`src/rtl/int_apx_pkg.sv`:
```
// Shared definitions for the integer-adder operand sequencer: state encoding and
// the default datapath width.
package int_apx_pkg;

    localparam int DATA_PATH_BITWIDTH_DEFAULT = 32;

    typedef enum logic [1:0] {
        ST_GET_A   = 2'd0,
        ST_GET_B   = 2'd1,
        ST_SETTLE  = 2'd2,
        ST_HOLD    = 2'd3
    } seq_state_e;

endpackage : int_apx_pkg

```
`src/rtl/int_add_operand_sequencer.sv`:
```
// Pairs an input word stream into adder operands A/B, holds reg_en for a fixed
// settle window, samples the sum and hands {a, b, c} downstream over valid/ready.
module int_add_operand_sequencer
    import int_apx_pkg::*;
#(
    parameter int DATA_PATH_BITWIDTH = DATA_PATH_BITWIDTH_DEFAULT,
    parameter int SETTLE_CYCLES      = 4,
    parameter int CNT_W              = 16
) (
    input  logic                          clk,
    input  logic                          rst,
    input  logic [DATA_PATH_BITWIDTH-1:0] in_data,
    input  logic                          in_valid,
    output logic                          in_ready,
    output logic [DATA_PATH_BITWIDTH-1:0] add_a,
    output logic [DATA_PATH_BITWIDTH-1:0] add_b,
    output logic                          add_reg_en,
    input  logic [DATA_PATH_BITWIDTH-1:0] add_c,
    output logic [DATA_PATH_BITWIDTH-1:0] out_a,
    output logic [DATA_PATH_BITWIDTH-1:0] out_b,
    output logic [DATA_PATH_BITWIDTH-1:0] out_c,
    output logic                          out_valid,
    input  logic                          out_ready,
    output logic [CNT_W-1:0]              pair_count,
    output logic                          busy
);

    localparam int                SET_W       = $clog2(SETTLE_CYCLES + 1);
    localparam logic [SET_W-1:0]  SETTLE_LOAD = SET_W'(SETTLE_CYCLES - 1);

    seq_state_e                    state_q,      state_d;
    logic [SET_W-1:0]              settle_cnt_q, settle_cnt_d;
    logic [DATA_PATH_BITWIDTH-1:0] add_a_q,      add_a_d;
    logic [DATA_PATH_BITWIDTH-1:0] add_b_q,      add_b_d;
    logic [DATA_PATH_BITWIDTH-1:0] out_a_q,      out_a_d;
    logic [DATA_PATH_BITWIDTH-1:0] out_b_q,      out_b_d;
    logic [DATA_PATH_BITWIDTH-1:0] out_c_q,      out_c_d;
    logic                          out_valid_q,  out_valid_d;
    logic                          in_ready_q,   in_ready_d;
    logic                          reg_en_q,     reg_en_d;
    logic                          busy_q,       busy_d;
    logic [CNT_W-1:0]              pair_cnt_q,   pair_cnt_d;

    always_comb begin
        // NOTE: every _d starts as its _q so no path through the case leaves a
        // variable unassigned, which would otherwise infer a latch.
        state_d      = state_q;
        settle_cnt_d = settle_cnt_q;
        add_a_d      = add_a_q;
        add_b_d      = add_b_q;
        out_a_d      = out_a_q;
        out_b_d      = out_b_q;
        out_c_d      = out_c_q;
        out_valid_d  = out_valid_q;
        pair_cnt_d   = pair_cnt_q;

        // Acceptance uses the registered in_ready so nothing is taken in the
        // first cycle after reset release, while in_ready is still low.
        case (state_q)
            ST_GET_A: begin
                if (in_valid && in_ready_q) begin
                    add_a_d = in_data;
                    state_d = ST_GET_B;
                end
            end
            ST_GET_B: begin
                if (in_valid && in_ready_q) begin
                    add_b_d      = in_data;
                    settle_cnt_d = SETTLE_LOAD;
                    state_d      = ST_SETTLE;
                end
            end
            ST_SETTLE: begin
                if (settle_cnt_q == '0) begin
                    out_a_d     = add_a_q;
                    out_b_d     = add_b_q;
                    out_c_d     = add_c;
                    out_valid_d = 1'b1;
                    state_d     = ST_HOLD;
                end else begin
                    settle_cnt_d = settle_cnt_q - SET_W'(1);
                end
            end
            ST_HOLD: begin
                if (out_valid_q && out_ready) begin
                    out_valid_d = 1'b0;
                    pair_cnt_d  = pair_cnt_q + CNT_W'(1);
                    state_d     = ST_GET_A;
                end
            end
            default: state_d = ST_GET_A;
        endcase

        // Control outputs are registered from the next state so they align with it.
        in_ready_d = (state_d == ST_GET_A) || (state_d == ST_GET_B);
        reg_en_d   = (state_d == ST_SETTLE);
        busy_d     = (state_d != ST_GET_A);
    end

    always_ff @(posedge clk or negedge rst) begin
        if (!rst) begin
            state_q      <= ST_GET_A;
            settle_cnt_q <= '0;
            add_a_q      <= '0;
            add_b_q      <= '0;
            out_a_q      <= '0;
            out_b_q      <= '0;
            out_c_q      <= '0;
            out_valid_q  <= 1'b0;
            in_ready_q   <= 1'b0;
            reg_en_q     <= 1'b0;
            busy_q       <= 1'b0;
            pair_cnt_q   <= '0;
        end else begin
            // NOTE: non-blocking assignments so every flop samples the values
            // from before this edge, independent of statement order.
            state_q      <= state_d;
            settle_cnt_q <= settle_cnt_d;
            add_a_q      <= add_a_d;
            add_b_q      <= add_b_d;
            out_a_q      <= out_a_d;
            out_b_q      <= out_b_d;
            out_c_q      <= out_c_d;
            out_valid_q  <= out_valid_d;
            in_ready_q   <= in_ready_d;
            reg_en_q     <= reg_en_d;
            busy_q       <= busy_d;
            pair_cnt_q   <= pair_cnt_d;
        end
    end

    assign in_ready   = in_ready_q;
    assign add_a      = add_a_q;
    assign add_b      = add_b_q;
    assign add_reg_en = reg_en_q;
    assign out_a      = out_a_q;
    assign out_b      = out_b_q;
    assign out_c      = out_c_q;
    assign out_valid  = out_valid_q;
    assign pair_count = pair_cnt_q;
    assign busy       = busy_q;

endmodule : int_add_operand_sequencer

```
`config.mk`:
```
export PLATFORM = sky130hd
export DESIGN_NAME = int_add_operand_sequencer
export DESIGN_NICKNAME = d
export VERILOG_FILES = /design/src/rtl/int_apx_pkg.sv /design/src/rtl/int_add_operand_sequencer.sv
export SDC_FILE = /design/constraint.sdc
export NUM_CORES = 1
export LEC_CHECK = 0
export ABC_AREA = 1
export CORE_UTILIZATION = 31
export DETAILED_ROUTE_END_ITERATION = 16
export GPL_TIMING_DRIVEN = 0
export PLACE_DENSITY = 0.67
export SLEW_MARGIN = 20
export SYNTH_ARGS = -nofsm -noshare
export SYNTH_HDL_FRONTEND = slang
export SYNTH_SLANG_ARGS = --single-unit
```
`constraint.sdc`:
```
create_clock -name clk -period 1.5 [get_ports clk]
set_input_delay 0.225 -clock clk [delete_from_list [all_inputs] [get_ports clk]]
set_output_delay 0.225 -clock clk [all_outputs]
set_load 0.02 [all_outputs]
```
### Word level (Yosys, flattened, before mapping)

Cells that the tools add are included.

| cells by class | value |
|---|---|
| add/subtract/negate cells | 2 |
| multipliers | 0 |
| divide/modulo/power cells | 0 |
| order comparisons | 0 |
| eq/ne operators | 9 |
| shift-type cells | 0 |
| multiplexer cells | 11 |
| bitwise operators | 0 |
| reduce and logical (&&, ||, !) cells | 15 |

Operators by type and width:

| kind | number |
|---|---|
| adder 16 x 1 -> 16 bit (second input constant) | 1 |
| two-way mux 2 bit | 4 |
| inequality test 2 bit (second input constant) | 4 |
| case mux 2 bit (4 select lines) | 1 |
| AND reduction 2 bit | 4 |
| equality test 2 bit (second input constant) | 3 |
| two-way mux 3 bit | 2 |
| case mux 3 bit (2 select lines) | 1 |
| AND reduction 3 bit | 2 |
| nonzero test 2 bit | 3 |
| equality test 2 x 1 -> 1 bit (second input constant) | 2 |
| zero test 2 bit | 2 |
| zero test 3 bit | 1 |
| subtractor 3 x 1 -> 3 bit (second input constant) | 1 |
| logical AND 1 bit | 2 |
| two-way mux 1 bit | 2 |
| case mux 1 bit (2 select lines) | 1 |
| logical OR 1 bit | 1 |

| storage, ports and cells | value |
|---|---|
| bits in registers | 185 |
| latch bits | 0 |
| RAM bits | 0 |
| memory bits (read-only) | 0 |
| bits of input ports | 68 |
| output and inout bits | 180 |
| logic and storage cells | 49 |
| memories kept | 0 |

### Logic depth before layout (Yosys ltp)

Gate-level depths: netlist of the first run.

| depth | value |
|---|---|
| depth after elaboration | 5 |
| mapped depth | 9 |
| mapped depth without buffers | 9 |

### Worst setup path after synthesis of the first run

Ideal clock, no wire load.

| timing | value |
|---|---|
| path kind | register to register |
| from | register settle_cnt_q[0] |
| to | register out_a_q[10], in the netlist out_a[10] |
| setup time | 125 ps |
| arrival time | 1421 ps |
| data required time | 1375 ps |
| setup slack | -46 ps |
| cell stages (with the launch flop) | 9 |
| buffers on the path | 2 |
| period minus slack after synthesis | 1546 ps |
| cells stage by stage | dfrtp_1 -> inv_1 -> ha_1 -> inv_1 -> nor2_1 -> nand2_2 -> buf_6 -> buf_6 -> mux2_4 |

| between the ends | value |
|---|---|
| cells in the longest elaborated chain, start to end | 2 |

Ends and longest elaborated chain:

| item | RTL line | source |
|---|---|---|
| from (decl) | int_add_operand_sequencer.sv:32 | `logic [SET_W-1:0] settle_cnt_q, settle_cnt_d;` |
| from (signal assigned) | int_add_operand_sequencer.sv:118 | `settle_cnt_q <= settle_cnt_d;` |
| zero test 3 bit | int_add_operand_sequencer.sv:74 | `if (settle_cnt_q == '0) begin` |
| AND reduction 2 bit (no source line) | -- |  |
| to (signal assigned) | int_add_operand_sequencer.sv:121 | `out_a_q <= out_a_d;` |
| to (decl) | int_add_operand_sequencer.sv:35 | `logic [DATA_PATH_BITWIDTH-1:0] out_a_q, out_a_d;` |

No other way between the ends.
A chain may end at the register's enable or synchronous reset.

### Worst setup path in the final report of the first run

| timing | value |
|---|---|
| from | register settle_cnt_q[1] |
| to | register out_c_q[31], in the netlist out_c[31] |

| between the ends | value |
|---|---|
| cells in the longest elaborated chain, start to end | 2 |

Ends and longest elaborated chain:

| item | RTL line | source |
|---|---|---|
| zero test 3 bit | int_add_operand_sequencer.sv:74 |  |
| AND reduction 2 bit (no source line) | -- |  |
| to (signal assigned) | int_add_operand_sequencer.sv:123 | `out_c_q <= out_c_d;` |
| to (decl) | int_add_operand_sequencer.sv:37 | `logic [DATA_PATH_BITWIDTH-1:0] out_c_q, out_c_d;` |

No other way between the ends.

==> results of run 1 <==
-- routing by layer --
metal,vias to the layer above,GRT usage [%],routed length [µm]
li1,2522,-,-
met1,2678,22.63,8877
met2,179,27.43,9284
met3,10,5.905,1575
met4,0,4.008,131
met5,-,0,0
-- path summary, 6_finish.rpt --
check	slack (ps)	from	endpoint	cells past startpoint
worst max-delay path	-150	settle_cnt_q[1]	out_c[31]	9
worst min-delay path	370	rst	pair_count[6]	2
worst max register to register	-150	settle_cnt_q[1]	out_c[31]	9
worst min register to register	500	out_c[14]	out_c[14]	1
max in group asynchronous	270	rst	out_b[14]	3
min in group clk	370	in_data[2]	add_a[2]	3
-- per-stage QoR --
step	setup TNS, ps	area [µm²]	cells	worst slack [ps]	total power, mW
floorplan	0	7251	592	9.607	14.66
global placement	-1471410	10110	1152	-7721	20.52
detailed placement	-48900	10150	1153	-579.9	20.69
CTS	-8049	10970	1209	-187.5	24.39
global route	-11880	11000	1206	-214.8	25.68
finish	-6094	11000	1206	-147.5	24.20
-- worst register-to-register path: cells and delay by family (launching register included) --
family                   cells  cell delay, ps
buffers and inverters        5             530
flip-flops                   1             360
multiplexers                 1             330
AND/OR/NAND/NOR              2             160
adder cells (fa/ha/maj)      1             160
-- synth_stat cells --
cell / number / area [µm²]
mux2_4: 29 / 435.4
nand2_1: 107 / 401.6
buf_2: 11 / 55.05
nand3b_1: 1 / 7.510
nand4_1: 5 / 31.28
nand2_2: 1 / 6.260
dfrtp_1: 185 / 4629
and3_1: 1 / 6.260
nor3_1: 3 / 15.01
inv_1: 56 / 210.2
xor2_1: 7 / 61.31
clkbuf_1: 9 / 33.78
buf_6: 4 / 45.04
mux2_2: 67 / 754.5
nor2_4: 1 / 11.26
o221ai_1: 1 / 8.760
ha_1: 3 / 37.54
nand3_1: 7 / 35.03
inv_2: 2 / 7.510
o21ai_0: 66 / 330.3
o21ai_1: 4 / 20.02
xnor2_1: 3 / 26.28
o211ai_1: 2 / 15.01
nor2_1: 17 / 63.81
-- layout make-up --
| type | count | area, µm² | area share (%) |
|---|---|---|---|
| Buffer | 20 | 206.4 | 1.876 |
| Timing Repair Buffer | 273 | 2643 | 24.02 |
| Sequential cell | 185 | 4631 | 42.09 |
| Clock inverter | 13 | 138.9 | 1.262 |
| Tap cell | 313 | 391.6 | 3.560 |
| Multi-Input combinational cell | 325 | 2328 | 21.16 |
| Clock buffer | 19 | 442.9 | 4.026 |
| Inverter | 58 | 220.2 | 2.002 |
-- cells by family (layout without fill, tap and decap cells) --
kind of cell / count (synthesis) / after routing / synth area share (%)
AO/OA/AOI/OAI: 73 / 73 / 5.161
XOR/XNOR: 10 / 10 / 1.208
adder cells (fa/ha/maj): 3 / 3 / 0.5179
buffers and inverters: 82 / 383 / 4.851
flip-flops: 185 / 185 / 63.87
multiplexers: 96 / 96 / 16.42
AND/OR/NAND/NOR: 143 / 143 / 7.975
-- repair_timing --
item                                    CTS  global route
setup buffers                            20             1
resized for setup                       231            43
hold endpoints to repair                 92             0
hold buffers                              1             0
pin swaps                                 4             5
cloned                                    5             0
endpoints found under the setup margin  332           248
-- sequential cells by signal, indices dropped and copies added (netlist names) --
signal        count
add_a            32
add_b            32
add_reg_en        1
busy              1
in_ready          1
out_a            32
out_b            32
out_c            32
out_valid         1
pair_count       16
settle_cnt_q      3
state_q           2
-- power breakdown --
part	total, mW	internal (mW)	leakage (nW)	switching [mW]
sequential	8.69	7.29	2.30	1.40
clock	4.50	2.39	0.270	2.10
combinational	11.0	5.00	3.12	6.02
==> flow_summary.ini, run 1 <==
[timing]
tightest_slew_ps = 509.2
setup_viol = 97
fmax_ghz = 0.6070
worst_slack_ps = -147.5
fin_crit_sh_pct = 109.8
grt_setup_unrepaired = yes
period_needed_ps = 1648
final_max_slew_viol_count = 0
hold-worst-slack_ps = 365.3
clock-skew-final_ps = 9.481
final_hold_viol_count = 0
relSlewSlack_pct = 66.05

[drt]
drc = 0
drtIter0Drc = 193
totalWireLength_um = 19870
antenna_left = 0
wl_per_cell_um = 16.47
via_count = 5389
viasPerCell = 4.468
drt_first_pass_iters = 4

[worst_hold_path]
hold_path_class = input pin to async pin

[worst_setup_path]
crit_type = register to register
critPathCaptureType = register
startpoint_type = register
path_cells = inv_2, ha_4, inv_4, nor2_4, nand2_4, buf_12, buf_6, buf_6, mux2_2
critPathTopFamily = buffers and inverters
critical_path.most_common_cell = buf_6
critPathBufInv = 5
cp.arrival_ps = 1950
cp_max_fo = 8
slowest_delay_ps = 360
cp_slowest_cell = dfrtp_1
worstPathRequired_ps = 1810

[finish]
final_util_pct = 48.30
syn_to_final_growth_pct = 51.79
mostFrequentLayoutCell = dfrtp_1
fin_nets = 951
layout-drive-gt1-share_pct = 21.28
num_antenna_cells = 0
fillers = 2119
final_cell_mix = 184 x dfrtp_1, 178 x dlygate4sd2_1, 105 x nand2_1

[die]
dieArea_um2 = 24000
start_util_pct = 31.82
io_pins = 248
die_h_um = 154.9
die_width_um = 154.9
rows = 55
design.core.area_um2 = 22780

[clocking]
tritoncts = done
cts-buffers-inserted = 17
clk_pin_slew_ps = 70
h-tree-depth = 4
cts_num_sinks = 185
clock_latency_ps = 420
cts_max_path_buffers = 2
clock-root-buffer = clkbuf_16

[placement]
globalplace.congestion = 0.8358
place_hpwl_um = 13540
numPortBuffers = 247

[grt]
grt_pass1_wl_um = 31530
antenna_found_initial = 0
grt_max_degree = 94
grt_use_total_pct = 17.26
globalRoute.totalOverflow = 0
grt_pass1_vias = 5515

[synthesis]
synth_cell_types = 24
synthesis.nets = 663
ys_ff_latch = 185
synth_area_um2 = 7248
yosys_warnings = 0
netlist_instances = 592
avgSynthCellArea_um2 = 12.24
seq_area_frac_synth_pct = 63.87

[flow_run]
max_cap_violations = 0

[power]
vdd_ir_drop_max_mv = 0.9452
p_per_area_nw_per_um2 = 2200
power.leakage_nw = 5.691

[outcome]
violations = negative setup slack
outcome = complete, but fails checks
Note: power is estimated with default switching activity, not from simulation.
==> run 2, diff against run 1 <==
==> constraint.sdc (replaced) <==
create_clock -name clk -period 1.5 [get_ports clk]
set_input_delay 0.15 -clock clk [delete_from_list [all_inputs] [get_ports clk]]
set_output_delay 0.15 -clock clk [all_outputs]
set_load 0.02 [all_outputs]
==> flow_summary.ini, run 2 (synthesis gave the netlist of run 1 again) <==
[outcome]
outcome = complete, but fails checks
violations = negative setup slack

[timing]
worst_slack_ps = -170.7
period_needed_ps = 1671
hold-worst-slack_ps = 293.0
grt_setup_unrepaired = yes
clock-skew-final_ps = 11.52
final_hold_viol_count = 0
fin_setup_tns_ps = -8623
setup_viol = 96
relSlewSlack_pct = 53.76
final_max_slew_viol_count = 0
fmax_ghz = 0.5985
fin_crit_sh_pct = 111.4
tightest_slew_ps = 693.6

[power]
swShare_pct = 39.36
intPower_mw = 14.73
p_per_area_nw_per_um2 = 2194
clkPwrFrac_pct = 18.6
p_sw_mw = 9.561
power.leakage_nw = 5.732
p_seq_share_pct = 35.8
power_frac_comb_pct = 45.6
vdd_ir_drop_max_mv = 0.9352

[grt]
use_met3_pct = 5.989
antenna_found_initial = 0
grt_use_total_pct = 17.28
grt_use_met1_pct = 22.43
grt_pass1_vias = 5549
grt_max_degree = 94
grt_pass1_wl_um = 31550
grtUsageMet2_pct = 27.80
busiest_layer = met2
globalRoute.totalOverflow = 0

[die]
die_h_um = 154.9
io_pins = 248
start_util_pct = 31.82
dieArea_um2 = 24000
rows = 55
die_width_um = 154.9
design.core.area_um2 = 22780

[finish]
syn_to_final_growth_pct = 52.79
layout-drive-gt1-share_pct = 21.34
final_cell_mix = 184 x dfrtp_1, 180 x dlygate4sd2_1, 105 x nand2_1
num_antenna_cells = 0
fillers = 2112
mostFrequentLayoutCell = dfrtp_1
fin_nets = 953

[clocking]
h-tree-depth = 4
cts_num_sinks = 185
clock-root-buffer = clkbuf_16
clock_latency_ps = 420
cts_max_path_buffers = 2
cts-buffers-inserted = 17
tritoncts = done
clk_pin_slew_ps = 80

[placement]
place_hpwl_um = 13540
pre_cts_slack_ps = -504.9
globalplace.congestion = 0.8358
numPortBuffers = 247

[worst_setup_path]
cp.arrival_ps = 1990
worstReg2RegStart = settle_cnt_q[1]
critPathCaptureType = register
reg2reg_depth = 9
reg2reg_setup_slack_ps = -170
cp_max_fo = 8
slowest_delay_ps = 390
critical_path.most_common_cell = buf_12
cp_slowest_cell = dfrtp_1
path_cells = inv_2, ha_4, inv_4, nor2_4, nand2_4, buf_12, buf_12, buf_6, mux2_4
crit_type = register to register
r2r_end = out_c[1]
critPathBufInv = 5
worstPathRequired_ps = 1820
critPathTopFamily = buffers and inverters
startpoint_type = register

[drt]
drc = 0
drt_first_pass_iters = 4
antenna_left = 0
via_count = 5414
viasPerCell = 4.482
drtIter0Drc = 203
totalWireLength_um = 20150
wl_per_cell_um = 16.68

[worst_hold_path]
holdPathEnd = add_a[2]
hold_path_startpoint = in_data[2]
hold_path_class = input pin to register
whs_path_depth = 3

[flow_run]
max_cap_violations = 0
run 2: cell types whose count changed in the layout (fill, tap and decap cells not counted), sizes merged:
cell           delta
dlygate4sd2       +2
clkdlybuf4s15     -1
clkbuf            +1
run 2: worst min-delay path, cell delays in order:
cell and delay, ps:
clkdlybuf4s50_1 390, inv_1 60, o21ai_0 70
run 2: power by group through the flow:
stage	Sequential [mW]	Combinational, mW	Clock [mW]
floorplan	11.4	3.29	0
global placement	8.79	11.7	0
detailed placement	8.84	11.8	0
CTS	8.71	11.1	4.62
global route	9.01	11.9	4.84
finish	8.70	11.1	4.51
run 2: repair_timing:
item                                   in CTS  in global routing
pin swaps                                   2                  4
setup endpoints to repair                 332                165
cloned                                      6                  2
endpoints found under the hold margin      92                  0
buffers inserted                           18                  4
resized for setup                         233                 38
hold buffers                                1                  0
run 2: area by class of cell:
cell class / instances / area [µm²] / share of cell area, %
inverter: 58 / 220.2 / 1.988
multi-input combinational: 325 / 2332 / 21.06
buffer: 22 / 246.5 / 2.226
timing repair buffer: 273 / 2671 / 24.12
sequential: 185 / 4631 / 41.81
clock inverter: 13 / 138.9 / 1.254
clock buffer: 19 / 442.9 / 4.000
tap: 313 / 391.6 / 3.536
run 2: worst max path at each step:
stage	start	to	slack (ps)	cells past startpoint
global placement	rst	out_b[4]	-7650	1
floorplan	settle_cnt_q[1]	out_a[10]	10	8
CTS	settle_cnt_q[1]	out_c[1]	-180	9
detailed placement	in_valid	add_a[20]	-500	7
global route	settle_cnt_q[1]	out_c[1]	-220	9
finish	settle_cnt_q[1]	out_c[1]	-170	9
run 2: stage by stage:
step,power [mW],cell area [µm²],utilization [%],std cells
global placement,20.52,10110,44.41,1152
detailed placement,20.69,10150,44.55,1153
floorplan,14.66,7251,-,592
CTS,24.41,10990,48.23,1209
finish,24.29,11070,48.62,1208
global route,25.75,11070,48.62,1208
run 2: routing by layer:
metal / routed length (µm) / vias to the layer above
met5: 0 / -
met4: 133 / 0
met3: 1469 / 11
met2: 9349 / 181
met1: 9197 / 2693
li1: - / 2529
